<file path="config.mk">
export PLATFORM = sky130hd
export DESIGN_NAME = sobel_rgb2y_feeder_flat
export DESIGN_NICKNAME = d
export VERILOG_FILES = /design/src/rtl/sobel_pkg.sv /design/src/rtl/sobel_rgb2y_feeder_if.sv /design/src/rtl/sobel_sync_fifo.sv /design/src/rtl/sobel_rgb2y_feeder.sv /design/src/flat_wrapper.sv
export SDC_FILE = /design/constraint.sdc
export NUM_CORES = 1
export LEC_CHECK = 0
export BUFFER_PORTS_ARGS = -buffer_cell sky130_fd_sc_hd__buf_2
export CAP_MARGIN = 25
export CORE_ASPECT_RATIO = 0.75
export CORE_MARGIN = 2
export CORE_UTILIZATION = 56
export CTS_CLUSTER_DIAMETER = 200
export DETAILED_ROUTE_END_ITERATION = 10
export PLACE_DENSITY = 0.77
export RECOVER_POWER = 50
export SLEW_MARGIN = 20
export SYNTH_ARGS = -nofsm -noshare
export SYNTH_HDL_FRONTEND = slang
export SYNTH_SLANG_ARGS = --single-unit
</file>
<file path="constraint.sdc">
create_clock -name clk -period 3.4 [get_ports clk]
set_input_delay 0.34 -clock clk [delete_from_list [all_inputs] [get_ports clk]]
set_output_delay 0.34 -clock clk [all_outputs]
set_load 0.05 [all_outputs]
</file>
<file path="src/rtl/sobel_pkg.sv">
// -----------------------------------------------------------------------------
// sobel_pkg
// Shared constants and types for the Sobel input-stream feeder.
//   RGB_W / Y_W       : packed pixel width in, luma width out
//   COEF_* / ROUND    : BT.601-style 8-bit fixed-point luma weights
//   state_e           : feeder frame sequencing states
//   fifo_entry_t      : one buffered output word {eof, eol, y}
// -----------------------------------------------------------------------------
package sobel_pkg;

    localparam int RGB_W = 24;
    localparam int Y_W   = 8;

    // Weights sum to 256, so Y = weighted sum >> 8 never exceeds 255.
    localparam int COEF_R = 77;
    localparam int COEF_G = 150;
    localparam int COEF_B = 29;
    localparam int ROUND  = 128;

    typedef enum logic [1:0] {
        IDLE   = 2'd0,
        STREAM = 2'd1,
        DRAIN  = 2'd2
    } state_e;

    typedef struct packed {
        logic           eof;
        logic           eol;
        logic [Y_W-1:0] y;
    } fifo_entry_t;

    localparam int ENTRY_W = $bits(fifo_entry_t);

endpackage

</file>
<file path="src/rtl/sobel_rgb2y_feeder_if.sv">
// -----------------------------------------------------------------------------
// sobel_rgb2y_feeder_if
// Bundles the two valid/ready streams around the feeder.
//   s_rgb_*  : 24-bit RGB pixel stream into the feeder
//   y_*      : 8-bit luma stream (with eol/eof tags) out to the Sobel block
// Modports:
//   master : the feeder itself (sinks RGB, sources luma)
//   slave  : the environment (sources RGB, sinks luma)
// -----------------------------------------------------------------------------
interface sobel_rgb2y_feeder_if;
    import sobel_pkg::*;

    logic [RGB_W-1:0] s_rgb_data;
    logic             s_rgb_valid;
    logic             s_rgb_ready;
    logic [Y_W-1:0]   y_data;
    logic             y_valid;
    logic             y_ready;
    logic             y_eol;
    logic             y_eof;

    modport master (
        input  s_rgb_data, s_rgb_valid, y_ready,
        output s_rgb_ready, y_data, y_valid, y_eol, y_eof
    );

    modport slave (
        output s_rgb_data, s_rgb_valid, y_ready,
        input  s_rgb_ready, y_data, y_valid, y_eol, y_eof
    );

endinterface

</file>
<file path="src/rtl/sobel_sync_fifo.sv">
// -----------------------------------------------------------------------------
// sobel_sync_fifo
// First-word-fall-through synchronous FIFO. dout always shows the head entry;
// a word pushed into an empty FIFO becomes visible the cycle after the push.
// Ports:
//   clk, rst_n   : clock, synchronous active-low reset (pointers/count only)
//   push, din    : write request and data (ignored when full unless popping)
//   pop          : consume head entry (ignored when empty)
//   dout         : head entry
//   count        : number of stored entries (0..DEPTH)
//   full, empty  : status flags
// -----------------------------------------------------------------------------
module sobel_sync_fifo #(
    parameter  int WIDTH = 10,
    parameter  int DEPTH = 4,
    localparam int AW    = $clog2(DEPTH),
    localparam int CW    = AW + 1
) (
    input  logic             clk,
    input  logic             rst_n,
    input  logic             push,
    input  logic [WIDTH-1:0] din,
    input  logic             pop,
    output logic [WIDTH-1:0] dout,
    output logic [CW-1:0]    count,
    output logic             full,
    output logic             empty
);

    logic [WIDTH-1:0] mem [DEPTH];
    logic [AW-1:0]    wr_ptr;
    logic [AW-1:0]    rd_ptr;
    logic             do_push;
    logic             do_pop;

    assign full    = (count == CW'(DEPTH));
    assign empty   = (count == '0);
    assign do_pop  = pop && !empty;
    // A pop in the same cycle frees the slot, so a full FIFO can still accept.
    assign do_push = push && (!full || do_pop);

    // NOTE: state registers use non-blocking assignments so every flop samples
    // pre-edge values regardless of statement order.
    always_ff @(posedge clk) begin
        if (!rst_n) begin
            wr_ptr <= '0;
            rd_ptr <= '0;
            count  <= '0;
        end else begin
            if (do_push) wr_ptr <= wr_ptr + 1'b1;
            if (do_pop)  rd_ptr <= rd_ptr + 1'b1;
            case ({do_push, do_pop})
                2'b10:   count <= count + 1'b1;
                2'b01:   count <= count - 1'b1;
                default: count <= count;
            endcase
        end
    end

    // NOTE: storage is deliberately not reset; the count/pointers define which
    // entries are meaningful, and resetting an array costs a mux per bit.
    always_ff @(posedge clk) begin
        if (do_push) mem[wr_ptr] <= din;
    end

    assign dout = mem[rd_ptr];

endmodule

</file>
<file path="src/rtl/sobel_rgb2y_feeder.sv">
// -----------------------------------------------------------------------------
// sobel_rgb2y_feeder
// Accepts RGB pixels, converts them to 8-bit luma in a 2-stage pipeline and
// buffers them in a FWFT FIFO feeding the Sobel control block. Each start
// pulse sequences one IMG_W x IMG_H frame and tags end-of-line/end-of-frame.
// Ports:
//   clk, rst_n  : clock, synchronous active-low reset
//   start       : one-cycle pulse, begins a frame when idle
//   bus         : RGB input stream and tagged luma output stream
//   busy        : high whenever a frame is being accepted or drained
//   frame_done  : one-cycle pulse once the last pixel has left the FIFO
// -----------------------------------------------------------------------------
module sobel_rgb2y_feeder
    import sobel_pkg::*;
#(
    parameter int IMG_W      = 640,
    parameter int IMG_H      = 480,
    parameter int FIFO_DEPTH = 4
) (
    input  logic                 clk,
    input  logic                 rst_n,
    input  logic                 start,
    sobel_rgb2y_feeder_if.master bus,
    output logic                 busy,
    output logic                 frame_done
);

    localparam int XW = $clog2(IMG_W);
    localparam int YW = $clog2(IMG_H);
    localparam int CW = $clog2(FIFO_DEPTH) + 1;

    localparam logic [1:0] ST_IDLE   = IDLE;
    localparam logic [1:0] ST_STREAM = STREAM;
    localparam logic [1:0] ST_DRAIN  = DRAIN;

    logic [1:0]    state;
    logic [XW-1:0] x;
    logic [YW-1:0] y;

    // Stage 1: per-channel products
    logic          s1_v, s1_eol, s1_eof;
    logic [14:0]   s1_pr;
    logic [15:0]   s1_pg;
    logic [14:0]   s1_pb;

    // Stage 2: rounded sum
    logic          s2_v, s2_eol, s2_eof;
    logic [16:0]   s2_sum;
    logic          s2_sum_unused;

    logic [CW-1:0] fifo_count;
    logic          fifo_empty;
    logic          fifo_full_unused;
    fifo_entry_t   fifo_din;
    fifo_entry_t   fifo_head;

    logic [CW:0]   in_flight;
    logic          accept;
    logic          last_x, last_y;
    logic          drained;

    // Credits count everything already committed to the FIFO, so the
    // pipeline can run without a stall path and the FIFO can never overflow.
    assign in_flight       = {1'b0, fifo_count} + (CW+1)'(s1_v) + (CW+1)'(s2_v);
    assign bus.s_rgb_ready = (state == ST_STREAM) && (in_flight < (CW+1)'(FIFO_DEPTH));
    assign accept          = bus.s_rgb_valid && bus.s_rgb_ready;

    assign last_x  = (x == XW'(IMG_W - 1));
    assign last_y  = (y == YW'(IMG_H - 1));
    assign drained = !s1_v && !s2_v && fifo_empty;
    assign busy    = (state != ST_IDLE);

    // Frame sequencing and pixel coordinates
    always_ff @(posedge clk) begin
        if (!rst_n) begin
            state      <= ST_IDLE;
            x          <= '0;
            y          <= '0;
            frame_done <= 1'b0;
        end else begin
            frame_done <= 1'b0;
            case (state)
                ST_IDLE: begin
                    if (start) begin
                        state <= ST_STREAM;
                        x     <= '0;
                        y     <= '0;
                    end
                end
                ST_STREAM: begin
                    if (accept) begin
                        if (last_x) begin
                            x <= '0;
                            if (last_y) begin
                                y     <= '0;
                                state <= ST_DRAIN;
                            end else begin
                                y <= y + 1'b1;
                            end
                        end else begin
                            x <= x + 1'b1;
                        end
                    end
                end
                ST_DRAIN: begin
                    if (drained) begin
                        state      <= ST_IDLE;
                        frame_done <= 1'b1;
                    end
                end
                default: state <= ST_IDLE;
            endcase
        end
    end

    // Pipeline valids and tags: cleared by reset so in-flight pixels are lost
    always_ff @(posedge clk) begin
        if (!rst_n) begin
            s1_v   <= 1'b0;
            s1_eol <= 1'b0;
            s1_eof <= 1'b0;
            s2_v   <= 1'b0;
            s2_eol <= 1'b0;
            s2_eof <= 1'b0;
        end else begin
            s1_v   <= accept;
            s1_eol <= last_x;
            s1_eof <= last_x && last_y;
            s2_v   <= s1_v;
            s2_eol <= s1_eol;
            s2_eof <= s1_eof;
        end
    end

    // Datapath: only qualified by the valids above, so no reset needed
    always_ff @(posedge clk) begin
        s1_pr  <= 15'(bus.s_rgb_data[23:16]) * 15'(COEF_R);
        s1_pg  <= 16'(bus.s_rgb_data[15:8])  * 16'(COEF_G);
        s1_pb  <= 15'(bus.s_rgb_data[7:0])   * 15'(COEF_B);
        s2_sum <= 17'(s1_pr) + 17'(s1_pg) + 17'(s1_pb) + 17'(ROUND);
    end

    // Weights sum to 256: the sum never reaches bit 16 and the low byte is
    // the discarded fraction.
    assign s2_sum_unused = ^{s2_sum[16], s2_sum[7:0]};

    assign fifo_din.eof = s2_eof;
    assign fifo_din.eol = s2_eol;
    assign fifo_din.y   = s2_sum[15:8];

    sobel_sync_fifo #(
        .WIDTH (ENTRY_W),
        .DEPTH (FIFO_DEPTH)
    ) u_fifo (
        .clk   (clk),
        .rst_n (rst_n),
        .push  (s2_v),
        .din   (fifo_din),
        .pop   (bus.y_valid && bus.y_ready),
        .dout  (fifo_head),
        .count (fifo_count),
        .full  (fifo_full_unused),
        .empty (fifo_empty)
    );

    // Outputs read zero while empty so stale storage never reaches the bus.
    assign bus.y_valid = !fifo_empty;
    assign bus.y_data  = bus.y_valid ? fifo_head.y   : '0;
    assign bus.y_eol   = bus.y_valid ? fifo_head.eol : 1'b0;
    assign bus.y_eof   = bus.y_valid ? fifo_head.eof : 1'b0;

endmodule
</file>
<file path="src/flat_wrapper.sv">
// flat-port wrapper written by rule: the top's interface ports become plain ports
module sobel_rgb2y_feeder_flat import sobel_pkg::*;
#(
    parameter int IMG_W      = 640,
    parameter int IMG_H      = 480,
    parameter int FIFO_DEPTH = 4
)
  (clk, rst_n, start, busy, frame_done, bus_s_rgb_data, bus_s_rgb_valid, bus_y_ready, bus_s_rgb_ready, bus_y_data, bus_y_valid, bus_y_eol, bus_y_eof);
  sobel_rgb2y_feeder_if bus_i ();
  input  logic clk;
  input  logic rst_n;
  input  logic start;
  output logic busy;
  output logic frame_done;
  input wire logic [$bits(bus_i.s_rgb_data)-1:0] bus_s_rgb_data;
  input wire logic [$bits(bus_i.s_rgb_valid)-1:0] bus_s_rgb_valid;
  input wire logic [$bits(bus_i.y_ready)-1:0] bus_y_ready;
  output wire logic [$bits(bus_i.s_rgb_ready)-1:0] bus_s_rgb_ready;
  output wire logic [$bits(bus_i.y_data)-1:0] bus_y_data;
  output wire logic [$bits(bus_i.y_valid)-1:0] bus_y_valid;
  output wire logic [$bits(bus_i.y_eol)-1:0] bus_y_eol;
  output wire logic [$bits(bus_i.y_eof)-1:0] bus_y_eof;
  assign bus_i.s_rgb_data = bus_s_rgb_data;
  assign bus_i.s_rgb_valid = bus_s_rgb_valid;
  assign bus_i.y_ready = bus_y_ready;
  assign bus_s_rgb_ready = bus_i.s_rgb_ready;
  assign bus_y_data = bus_i.y_data;
  assign bus_y_valid = bus_i.y_valid;
  assign bus_y_eol = bus_i.y_eol;
  assign bus_y_eof = bus_i.y_eof;
  sobel_rgb2y_feeder #(.IMG_W(IMG_W), .IMG_H(IMG_H), .FIFO_DEPTH(FIFO_DEPTH)) u_core (.clk(clk), .rst_n(rst_n), .start(start), .bus(bus_i), .busy(busy), .frame_done(frame_done));
endmodule
</file>
==> run summary <==
# fillers: 1154
Slew HR: 31.4%
flops & latches, synth: 128
share of flip-flops with an asynchronous set or reset: 0%
Critical Path Start: bus_s_rgb_data[20]
crit path time final: 3.17 ns
detailed-route via count: 5364
Diodes inserted: 0
Final Max Tran Viols: 0
largest net degree at the start of global routing: 29
Hold Crit Class: input port to register
worst setup margin: 0.234 ns
wire per inst: 13.3 microns
Reg clk slew, reported paths: 0.06 ns
Die H: 109 microns
total length of routed wires: 14100 microns
Hold Vio Cnt, Final: 0
reg2reg path depth: 11
crit path kind: input port to register
Root Buffer: clkbuf_16
footprint of the multi-input gates: 0.00477 sq mm
Synth Warn #: 0
TritonCTS sink count: 128
Netlist Area Pre-Place: 0.00827 sq mm
Power Dens Cells: 809 mW/mm^2
top post-synthesis cells by area: dfxtp_1, ha_1, edfxtp_1
die area: 0.0158 sq mm
row count: 38
Finished Cell Area: 0.00940 sq mm
CTS tree: built
outcome: complete, no violations
NumNets Final: 1048
CP Max Fanout: 4
RSZ-0062 raised after global routing: no
startpoint types: input port
CP endpoint kind: register
grt ovf: 0
fraction of layout cells with a size suffix above 1: 12.5%
hold path start: bus_s_rgb_data[16]
hold bufs inserted after CTS: 0
syn_nets: 980
GRT Total Usage: 20.0%
Synth top cells by count: ha_1, inv_1, dfxtp_1
vias in the first global route: 5278
flop2flop setup slack: 0.31 ns
dpl hpwl: 10800 microns
number of synthesized flops with an enable pin: 40
H-tree levels: 4
Leakage: 4.37 nW
VDD IR max: 0.556 mV
FF-to-FF Start: u_core.s1_pb[6]
most common cell in the synthesized netlist: ha_1
Post-CTS Setup Bufs: 0
Worst Clk Skew: 0.00397 ns
gpl congestion: 0.777
fmax: 0.316 GHz
CORE AREA: 0.0145 sq mm
number of routed nets with antenna violations: 0
Worst Hold Depth: 1
maxcap violations: 0
Remaining DRCs: 0
post-CTS sizing: 0
Syn Area/Cell: 10.6 sq um
Worst EP required: 3.70 ns
top_reg_cell synth: dfxtp_1
CTS max path bufs: 2
Min-Delay Endpoint: u_core.s1_pr[0]
initial antenna violation count: 0
pre-CTS setup slack: -0.252 ns
Sequential Area: 0.00296 sq mm
Area Overhead vs Synth: 13.6%
distinct cell type count after synthesis: 61
first-pass GRT wire length: 24600 microns
Placement Cell Area: 0.00882 sq mm
Critical Path AT: 3.46 ns
Crit Reg-Reg Endpoint: u_core.s2_sum[13]
die width: 144 microns
Seq/Total Area, Yosys: 35.8%
Final Setup Violations: 0
IO Count: 43
vias per cell: 5.06
Initial Util: 57.2%
Synth area leader: dfxtp_1
DR pass1 iterations: 4
Final Cycle Share: 93.1%
1st-iter DRT viols: 237
Num CTS Buffers: 17
cells after synthesis: 780
IO buf count: 42
top cell type's share of synthesized area: 21.3%
Worst Tran Pin Value: 1.03 ns
Clk Latency, worst-skew pair: 0.42 ns
layer usage:
| metal | global-route usage (%) | up-vias | part of all wire (%) |
|---|---|---|---|
| met5 | 0 | - | 0 |
| met3 | 4.96 | 13 | 3.2 |
| li1 | - | 2778 | - |
| met2 | 30.6 | 68 | 43 |
| met4 | 5.62 | 0 | 1.1 |
| met1 | 28.5 | 2505 | 52 |
how the worst max path moves through the flow:
stage                        to  slack, ns  cells after the start
4_1_cts        u_core.s1_pr[14]       0.16                     13
5_1_grt        u_core.s1_pr[14]       0.02                     13
6_report       u_core.s1_pr[14]       0.23                     13
3_5_place_dp   u_core.s1_pr[14]      -0.25                     13
2_1_floorplan  u_core.s1_pr[14]       0.03                     12
3_3_place_gp   u_core.s1_pr[14]      -0.18                     13
layout make-up:
type                       instances  share of cell area (%)
clock buffer                      17                    4.53
tap                              200                    2.66
sequential                       128                    31.5
timing repair buffer              60                    3.49
clock inverter                    15                    1.92
inverter                         128                    5.11
multi-input combinational        513                    50.8
worst max-delay path, cell delays in order:
cell and delay (ns):
buf_2 0.12, ha_1 0.29, ha_1 0.27, inv_1 0.05
fa_1 0.51, fa_1 0.52, inv_1 0.04, ha_1 0.33
a21oi_1 0.17, o21ai_1 0.12, a211o_1 0.30, a2111oi_2 0.30
nor3_1 0.10
cells by family after synthesis:
kind of cell             count (synthesis)  share of synthesized area, %
multiplexers                            14                          3.36
flip-flops                             128                          35.8
XOR/XNOR                                47                          4.98
buffers and inverters                  139                          6.35
AND/OR/NAND/NOR                        186                          12.3
AO/OA/AOI/OAI                           95                          7.75
adder cells (fa/ha/maj)                171                          29.4
cells in the final DEF (no fill, tap or decap), types with 3 or more instances in the layout:
cell type and count:
o21ai_0 14, nor3_1 23, o211ai_1 5, nor2_1 37, nand4_1 4, clkbuf_1 10
nand3_1 11, ha_1 132, or2_2 3, inv_1 128, xor2_1 10, and3_1 5
and2_0 7, edfxtp_1 40, buf_2 34, buf_4 16, xnor2_1 37, a21o_1 10
nand2b_1 4, bufinv_16 3, nor2b_1 12, o22ai_1 3, or3_1 4, and2_1 24
mux4_2 10, a21oi_1 29, o21a_1 7, a211oi_1 3, o21ai_1 3, mux2i_1 3
inv_6 6, nand2_1 34, fa_1 39, dfxtp_1 88, a31o_2 3, clkbuf_16 17
state kept, by name, indices dropped and copies added (netlist names), named ones only:
name,flops
u_core.s1_pb,13
u_core.s1_eof,1
u_core.state,2
u_core.u_fifo.mem,40
u_core.s1_v,1
u_core.u_fifo.wr_ptr,2
u_core.s2_v,1
u_core.x,10
u_core.s2_eof,1
u_core.u_fifo.count,3
u_core.s2_sum,8
u_core.frame_done,1
u_core.s2_eol,1
u_core.s1_pg,15
u_core.s1_pr,15
u_core.y,9
u_core.s1_eol,1
u_core.u_fifo.rd_ptr,2
where the power goes:
| part | switching (mW) | internal, mW | total (mW) |
|---|---|---|---|
| logic | 2.00 | 1.69 | 3.69 |
| clock network | 0.695 | 1.16 | 1.86 |
| registers | 0.116 | 1.94 | 2.06 |
stage by stage:
stage               cells  util, %  TNS, ns  power, mW  hold slack (ns)
floorplan             780        -        0       4.92            0.368
global route         1061     65.0        0       8.34            0.121
detailed placement   1029     61.0   -0.410       5.75            0.424
CTS                  1061     65.2        0       7.67           0.0686
global placement     1029     61.0   -0.277       5.62            0.426
finish               1061     65.0        0       7.60            0.134
(Power assumes the default switching activity.)
